[src/rtl/bs_pkg.sv]
// Shared types and constants for the bit-serial accumulator controller.
package bs_pkg;

  // Operand width and shift cycles per operation.
  localparam int WIDTH_DEF = 8;

  // Operation codes; 6 and 7 are reserved and run as a no-op.
  typedef enum logic [2:0] {
    NOP  = 3'd0,
    LOAD = 3'd1,
    ADD  = 3'd2,
    SUB  = 3'd3,
    CLR  = 3'd4,
    ROT  = 3'd5
  } op_e;

  // Accumulator serial-input source.
  typedef enum logic [1:0] {
    MEM  = 2'd0,
    SUM  = 2'd1,
    LOOP = 2'd2
  } src_e;

  // Ops that need the shift sequence; anything else goes straight to DONE.
  function automatic logic is_exec_op(input op_e op);
    logic r;
    case (op)
      LOAD, ADD, SUB, CLR, ROT: r = 1'b1;
      default:                  r = 1'b0;
    endcase
    return r;
  endfunction

endpackage

[src/rtl/bs_bit_counter.sv]
// Bit index counter: clear beats enable, terminal count flags WIDTH-1.
module bs_bit_counter
  import bs_pkg::*;
#(
  parameter int WIDTH = WIDTH_DEF,
  localparam int CW = $clog2(WIDTH)
) (
  input  logic          i_clk,
  input  logic          i_rst,
  input  logic          i_clear,
  input  logic          i_en,
  output logic [CW-1:0] o_cnt,
  output logic          o_tc
);

  logic [CW-1:0] cnt_q, cnt_d;

  // Next count: clear wins so the last shift never wraps into a new index.
  always_comb begin
    cnt_d = cnt_q;
    if (i_clear)   cnt_d = '0;
    else if (i_en) cnt_d = cnt_q + CW'(1);
  end

  // Count register with synchronous reset.
  always_ff @(posedge i_clk) begin
    if (i_rst) cnt_q <= '0;
    else       cnt_q <= cnt_d;
  end

  assign o_cnt = cnt_q;
  assign o_tc  = (cnt_q == CW'(WIDTH - 1));

endmodule

[src/rtl/bit_serial_controller.sv]
// Sequencer for a bit-serial accumulator: accepts one op, drives WIDTH
// shift cycles (stallable), then pulses done for a single cycle.
module bit_serial_controller
  import bs_pkg::*;
#(
  parameter int WIDTH = WIDTH_DEF,
  localparam int CW = $clog2(WIDTH)
) (
  input  logic          i_clk,
  input  logic          i_rst,
  input  logic          i_valid,
  input  op_e           i_op,
  input  logic          i_stall,
  output logic          o_ready,
  output logic          o_acc_shift,
  output logic          o_acc_write,
  output src_e          o_src_sel,
  output logic          o_carry_init,
  output logic          o_carry_val,
  output logic          o_invert_b,
  output logic [CW-1:0] o_bit_idx,
  output logic          o_busy,
  output logic          o_done
);

  localparam logic [1:0] S_IDLE = 2'd0;
  localparam logic [1:0] S_EXEC = 2'd1;
  localparam logic [1:0] S_DONE = 2'd2;

  logic [1:0]    state_q, state_d;
  op_e           op_q, op_d;
  logic          accept, shift_en, last_shift;
  logic [CW-1:0] cnt;
  logic          cnt_tc;

  assign accept     = (state_q == S_IDLE) && i_valid;
  assign shift_en   = (state_q == S_EXEC) && !i_stall;
  assign last_shift = shift_en && cnt_tc;

  bs_bit_counter #(.WIDTH(WIDTH)) u_cnt (
    .i_clk   (i_clk),
    .i_rst   (i_rst),
    .i_clear (accept || last_shift),
    .i_en    (shift_en),
    .o_cnt   (cnt),
    .o_tc    (cnt_tc)
  );

  // Next-state and op latch; the op is captured only at accept.
  always_comb begin
    state_d = state_q;
    op_d    = op_q;
    case (state_q)
      S_IDLE: begin
        if (accept) begin
          if (is_exec_op(i_op)) begin
            state_d = S_EXEC;
            op_d    = i_op;
          end else begin
            state_d = S_DONE;
            op_d    = NOP;
          end
        end
      end
      S_EXEC: if (last_shift) state_d = S_DONE;
      S_DONE: begin
        state_d = S_IDLE;
        op_d    = NOP;
      end
      default: begin
        state_d = S_IDLE;
        op_d    = NOP;
      end
    endcase
  end

  // State register; reset overrides any in-flight operation.
  always_ff @(posedge i_clk) begin
    if (i_rst) begin
      state_q <= S_IDLE;
      op_q    <= NOP;
    end else begin
      state_q <= state_d;
      op_q    <= op_d;
    end
  end

  // Output decode; every output is forced to its idle value while in reset
  // so an aborted op shows nothing even in the reset cycle itself.
  always_comb begin
    o_ready      = i_rst || (state_q == S_IDLE);
    o_acc_shift  = 1'b0;
    o_acc_write  = 1'b0;
    o_src_sel    = MEM;
    o_carry_init = 1'b0;
    o_carry_val  = 1'b0;
    o_invert_b   = 1'b0;
    o_bit_idx    = '0;
    o_busy       = 1'b0;
    o_done       = 1'b0;
    if (!i_rst) begin
      o_busy = (state_q == S_EXEC) || (state_q == S_DONE);
      o_done = (state_q == S_DONE);
      if (state_q == S_EXEC) o_bit_idx = cnt;
      // Carry seed is the only output allowed to follow i_valid directly.
      if (accept && is_exec_op(i_op)) begin
        o_carry_init = 1'b1;
        o_carry_val  = (i_op == SUB);
      end
      if (shift_en) begin
        o_acc_shift = 1'b1;
        case (op_q)
          LOAD: begin
            o_acc_write = 1'b1;
            o_src_sel   = MEM;
          end
          ADD: begin
            o_acc_write = 1'b1;
            o_src_sel   = SUM;
          end
          SUB: begin
            o_acc_write = 1'b1;
            o_src_sel   = SUM;
            o_invert_b  = 1'b1;
          end
          ROT: begin
            o_acc_write = 1'b1;
            o_src_sel   = LOOP;
          end
          default: o_acc_write = 1'b0;
        endcase
      end
    end
  end

endmodule

[config.mk]
export PLATFORM = sky130hd
export DESIGN_NAME = bit_serial_controller
export DESIGN_NICKNAME = d
export VERILOG_FILES = /design/src/rtl/bs_pkg.sv /design/src/rtl/bs_bit_counter.sv /design/src/rtl/bit_serial_controller.sv
export SDC_FILE = /design/constraint.sdc
export NUM_CORES = 1
export LEC_CHECK = 0
export ABC_AREA = 1
export BUFFER_PORTS_ARGS = -buffer_cell sky130_fd_sc_hd__buf_2
export CAP_MARGIN = 20
export CORE_AREA = 4 4 41 43
export DETAILED_ROUTE_END_ITERATION = 8
export DIE_AREA = 0 0 45 47
export GPL_TIMING_DRIVEN = 0
export MAX_ROUTING_LAYER = met4
export PLACE_DENSITY = 0.76
export SYNTH_ARGS = -nofsm -noshare
export SYNTH_HDL_FRONTEND = slang
export SYNTH_SLANG_ARGS = --single-unit
export TNS_END_PERCENT = 20
[constraint.sdc]
create_clock -name i_clk -period 1.45 [get_ports i_clk]
set_input_delay 0.145 -clock i_clk [delete_from_list [all_inputs] [get_ports i_clk]]
set_output_delay 0.145 -clock i_clk [all_outputs]
set_load 0.01 [all_outputs]
### Yosys cells after proc, flatten, opt, wreduce, memory -nomap -nowiden

Index checks and enable logic that the tools add are counted.

| word-level totals | value |
|---|---|
| register bits | 8 |
| output and inout bits | 13 |
| word-level logic and storage cells | 64 |

| operators by class | value |
|---|---|
| bitwise operators | 1 |
| equality and inequality tests | 14 |
| reductions and logical operators | 15 |
| add/subtract/negate cells | 1 |
| muxes and demuxes | 30 |

Operators with widths:

| kind | number |
|---|---|
| 2-to-1 mux 1 bit | 18 |
| equality test 3 x 2 -> 1 bit, second input constant | 4 |
| equality test 3 bit, second input constant | 4 |
| 2-to-1 mux 3 bit | 4 |
| 2-to-1 mux 2 bit | 5 |
| case mux 2 bit (2 select lines) | 2 |
| equality test 3 x 1 -> 1 bit, second input constant | 2 |
| case mux 3 bit (2 select lines) | 1 |
| OR reduction 5 bit | 1 |
| logical AND 1 bit | 4 |
| != test 2 bit, second input constant | 2 |
| AND reduction 2 bit | 2 |
| OR reduction 2 bit | 2 |
| OR reduction 4 bit | 1 |
| adder 3 x 1 -> 3 bit, second input constant | 1 |
| logical OR 1 bit | 3 |
| equality test 2 x 1 -> 1 bit, second input constant | 1 |
| equality test 2 bit, second input constant | 1 |
| logical NOT 2 bit | 1 |
| logical NOT 1 bit | 1 |
| inverter 1 bit | 1 |

### Depth between registers and ports, before layout

| logic depth | value |
|---|---|
| depth after elaboration | 8 |
| mapped depth | 8 |
| mapped depth without buffers | 8 |

### By module

Synthesis repeated with hierarchy kept, for this count alone.

| second synthesis, totals | value |
|---|---|
| cells, all modules | 98 |
| area, all modules | 603.1 um2 |

By module, submodules not included:

| module | cells an instance | sequential area each (um2) | area an instance (um2) | times used |
|---|---|---|---|---|
| bit_serial_controller | 75 | 100.1 | 447.9 | 1 |
| bs_bit_counter | 23 | 60.1 | 155.1 | 1 |

### Worst setup path after synthesis

No wires, ideal clock.

| timing path | value |
|---|---|
| path type | register to output |
| from | register state_q[0] |
| to | output o_carry_val |
| arrival time | 1.148 ns |
| data required time | 1.305 ns |
| path buffers | 0 |
| stages on the path, launching flop included | 5 |
| setup slack | 0.157 ns |
| cell sequence | dfxtp_1 inv_1 ha_1 nand2_1 nor4_1 |

| on the way | value |
|---|---|
| word-level cells in the longest chain between the ends | 5 |

Ends and longest elaborated chain:

| what | line | text |
|---|---|---|
| start: declaration | bit_serial_controller.sv:30 | `logic [1:0] state_q, state_d;` |
| start signal: assignment | bit_serial_controller.sv:83 | `state_q <= state_d;` |
| logical NOT 2 bit | bit_serial_controller.sv:36 | `assign accept = (state_q == S_IDLE) && i_valid;` |
| logical AND 1 bit | bit_serial_controller.sv:36 |  |
| logical AND 1 bit | bit_serial_controller.sv:106 | `if (accept && is_exec_op(i_op)) begin` |
| 2-to-1 mux 1 bit | bit_serial_controller.sv:106 |  |
| 2-to-1 mux 1 bit | bit_serial_controller.sv:101 | `if (!i_rst) begin` |
| end: declaration | bit_serial_controller.sv:19 | `output logic o_carry_val,` |

Every way passes these cells.

### Worst setup path after layout

| timing path | value |
|---|---|
| from | register state_q[1] |
| to | output o_invert_b |

| on the way | value |
|---|---|
| word-level cells in the longest chain between the ends | 4 |

Ends and longest elaborated chain:

| what | line | text |
|---|---|---|
| equality test 2 x 1 -> 1 bit | bit_serial_controller.sv:37 | `assign shift_en = (state_q == S_EXEC) && !i_stall;` |
| logical AND 1 bit | bit_serial_controller.sv:37 |  |
| 2-to-1 mux 1 bit | bit_serial_controller.sv:110 | `if (shift_en) begin` |
| 2-to-1 mux 1 bit | bit_serial_controller.sv:101 |  |
| end: declaration | bit_serial_controller.sv:20 | `output logic o_invert_b,` |

Every way passes these cells.

==> flow_summary.ini <==
[global_route]
grt_pass1_wl_um = 2277
track_usage = 0.1594
antenna_found_initial = 0
gr-total-overflow = 0
grt_pass1_vias = 545
grt_start_max_net_pins = 11

[cells_and_area]
instances_no_fill = 130
drive_gt1_frac = 0.4087
area_growth_pct = 37.71
diodes = 0
layout_common_cells = nand2_1 (21), buf_2 (19), inv_1 (12), nor2_1 (12), a21oi_1 (7)
final_core_util = 0.6250
fin_nets = 129
final_common_cell = nand2_1

[setup_path]
end_kind = output port
critPathArrivalTime_ps = 1320
path_buf_inv = 3
ff2ff_path_depth = 9
crit_fanout = 5
r2r_start = state_q[1]$_SDFFE_PP0P_
r2r_end = state_q[0]$_SDFFE_PP0P_
start_kind = flop
slowest_stage = dfxtp_2
path_cells = inv_4, ha_4, inv_6, nor2_8, nand2_4, nor3b_2, buf_2
critPathTopFamily = flip-flops
criticalPathCategory = reg -> out
worst_ep_required_time_ps = 1310
cpPeakStageDelay_ps = 330
rrSetupSlack_ps = 140
critical_path.startpoint = state_q[1]$_SDFFE_PP0P_

[clock_tree]
clock_latency_ps = 260
holdBufCountCts = 0
cts_buffers = 3
clkSlewWorstSetupHoldPaths_ps = 60
clock_sinks = 8
root_buffer = clkbuf_4
cts_buffer_depth = 2
h-tree-depth = 1
cts_tree = built

[drt]
vias = 653
wl_per_cell_um = 11.05
drcViolationCount = 0
first_pass_iters = 4
drt_iter0_markers = 14
wl_um = 1436
ant_nets = 0
vias_per_cell = 5.023

[sta]
slew_headroom = 0.8672
hold_viol_final = 0
finalWorstSetupSlack_ps = -15.41
finClkSkew_ps = 0.8445
max_freq_ghz = 0.6824
rsz0062_at_grt = yes
tightest_slew_ps = 199.2
slew_viol_final = 0
post-route-min-period_ps = 1465
setup_viol = 3
period_share = 1.011

[floorplan]
die_h_um = 47
die_w_um = 45
ios = 20
start_util = 0.4538
core_um2 = 1301
dieArea_um2 = 2115
rows = 13

[worst_hold_path]
worst_hold_startpoint = i_op[1]
min_path_cells = 3
hp-class = in -> reg
hold-path-endpoint = op_q[1]$_SDFFE_PP0P_

[power]
p_leak_nw = 0.4328
p_comb_frac = 0.615
p_sw_mw = 0.6071
max-vdd-ir-drop_mv = 1.150
p_seq_frac = 0.255
power_density_nw_per_um2 = 1656
p_int_mw = 0.7400
sw_frac_of_total = 0.4507
clkPwrFrac = 0.130

[flow_run]
cap_violations = 0

[synth]
ys_top_cells_by_area = dfxtp_1 (27%), nand2_1 (14%), ha_1 (11%)
postSynthAreaPerCell_um2 = 6.636
post-synth-top-area-fraction = 0.2712
synth_seq_cells = 8
yosys_warnings = 0
yosysTopAreaCell = dfxtp_1
ys_seq_area_frac = 0.2712
netlist_area_um2 = 590.6
netlist_instances = 89
synth_nets = 101
synth_cell_types = 23

[outcome]
status = finished with violations
violations = negative setup slack

[placement]
dp_hpwl_um = 977.3
numPortBuffers = 18
place.gp.congestion = 0.7168
place_inst = 122
flip-flops by register name (all words and copies together), names as in the netlist:
signal / count
op_q: 3
state_q: 2
u_cnt.o_cnt: 3
power groups by stage:
stage	clock (mW)	combinational, mW	sequential, mW
2_1_floorplan	0	0.469	0.313
3_3_place_gp	0	0.588	0.320
3_5_place_dp	0	0.599	0.321
4_1_cts	0.177	0.748	0.338
5_1_grt	0.193	0.920	0.353
6_report	0.175	0.828	0.344
cell usage after synthesis:
master,instances
xnor2_1,1
nand3_2,1
nor4_1,1
nand2_2,1
nand2_1,22
nor2_8,1
inv_2,3
nor2_2,1
ha_1,5
o21bai_1,1
nand3_1,2
a21oi_1,7
nor3b_2,1
dfxtp_1,8
nor3_2,1
nand2_4,1
a31oi_1,1
o21ai_1,1
nor2_1,12
inv_1,14
o21ai_0,2
buf_2,1
or2_2,1
cells by family (layout without fill, tap and decap cells):
| kind of cell | count (synthesis) | count (layout) | synth area share |
|---|---|---|---|
| simple gates | 45 | 45 | 0.3835 |
| flops | 8 | 8 | 0.2712 |
| buf+inv | 18 | 44 | 0.1165 |
| fa+ha+maj | 5 | 5 | 0.1059 |
| compound gates | 12 | 12 | 0.1080 |
| xor+xnor | 1 | 1 | 0.01483 |
what timing repair did:
action	in CTS	in global routing
pin swaps	4	3
gates resized for setup	12	4
gates cloned	0	0
endpoints found under the setup margin	8	9
buffers inserted	3	2
worst reg2reg max path, cell delays in order (launching register included):
cell and delay [ps]:
dfxtp_2 350, inv_4 50, ha_4 170, buf_4 130, buf_6 120, o21ai_0 60, nand2_1 100, nand2_1 90
nand2_1 60, nor2_1 120
cell type report:
type / instances / area (µm²)
well taps: 15 / 18.77
multi-input cells: 63 / 400.4
clock buffers: 3 / 22.52
repair buffers: 23 / 131.4
fillers: 127 / 488.0
flip-flops and latches: 8 / 163.9
inverters: 17 / 71.32
plain buffers: 1 / 5.005
worst max-delay path by stage:
stage | slack, ps | to | cells after the start
final | -20 | o_invert_b | 7
after global routing | -110 | o_invert_b | 7
after CTS | -30 | o_invert_b | 7
after detailed placement | 50 | o_invert_b | 7
after global placement | 60 | o_invert_b | 7
after floorplan | 160 | o_carry_val | 4
stage by stage:
step	TNS [ps]	hold WS (ps)	instance area (µm²)	power (mW)	worst slack (ps)
2_1_floorplan	0	302.5	590.6	0.7823	157.4
3_3_place_gp	0	454.6	699.4	0.9088	55.11
3_5_place_dp	0	458.5	699.4	0.9204	51.79
4_1_cts	-40.07	195.1	784.5	1.263	-29.79
5_1_grt	-574.5	238.2	813.3	1.466	-107.1
6_report	-25.37	193.5	813.3	1.347	-15.41
routing by layer:
metal | share of wire | vias up | GRT usage
met5 | 0 | - | -
met4 | 0.067 | 0 | 0.1404
met3 | 0.070 | 13 | 0.03831
met2 | 0.47 | 29 | 0.2486
met1 | 0.40 | 280 | 0.1670
li1 | - | 331 | -
Note: power is estimated with default switching activity, not from simulation.
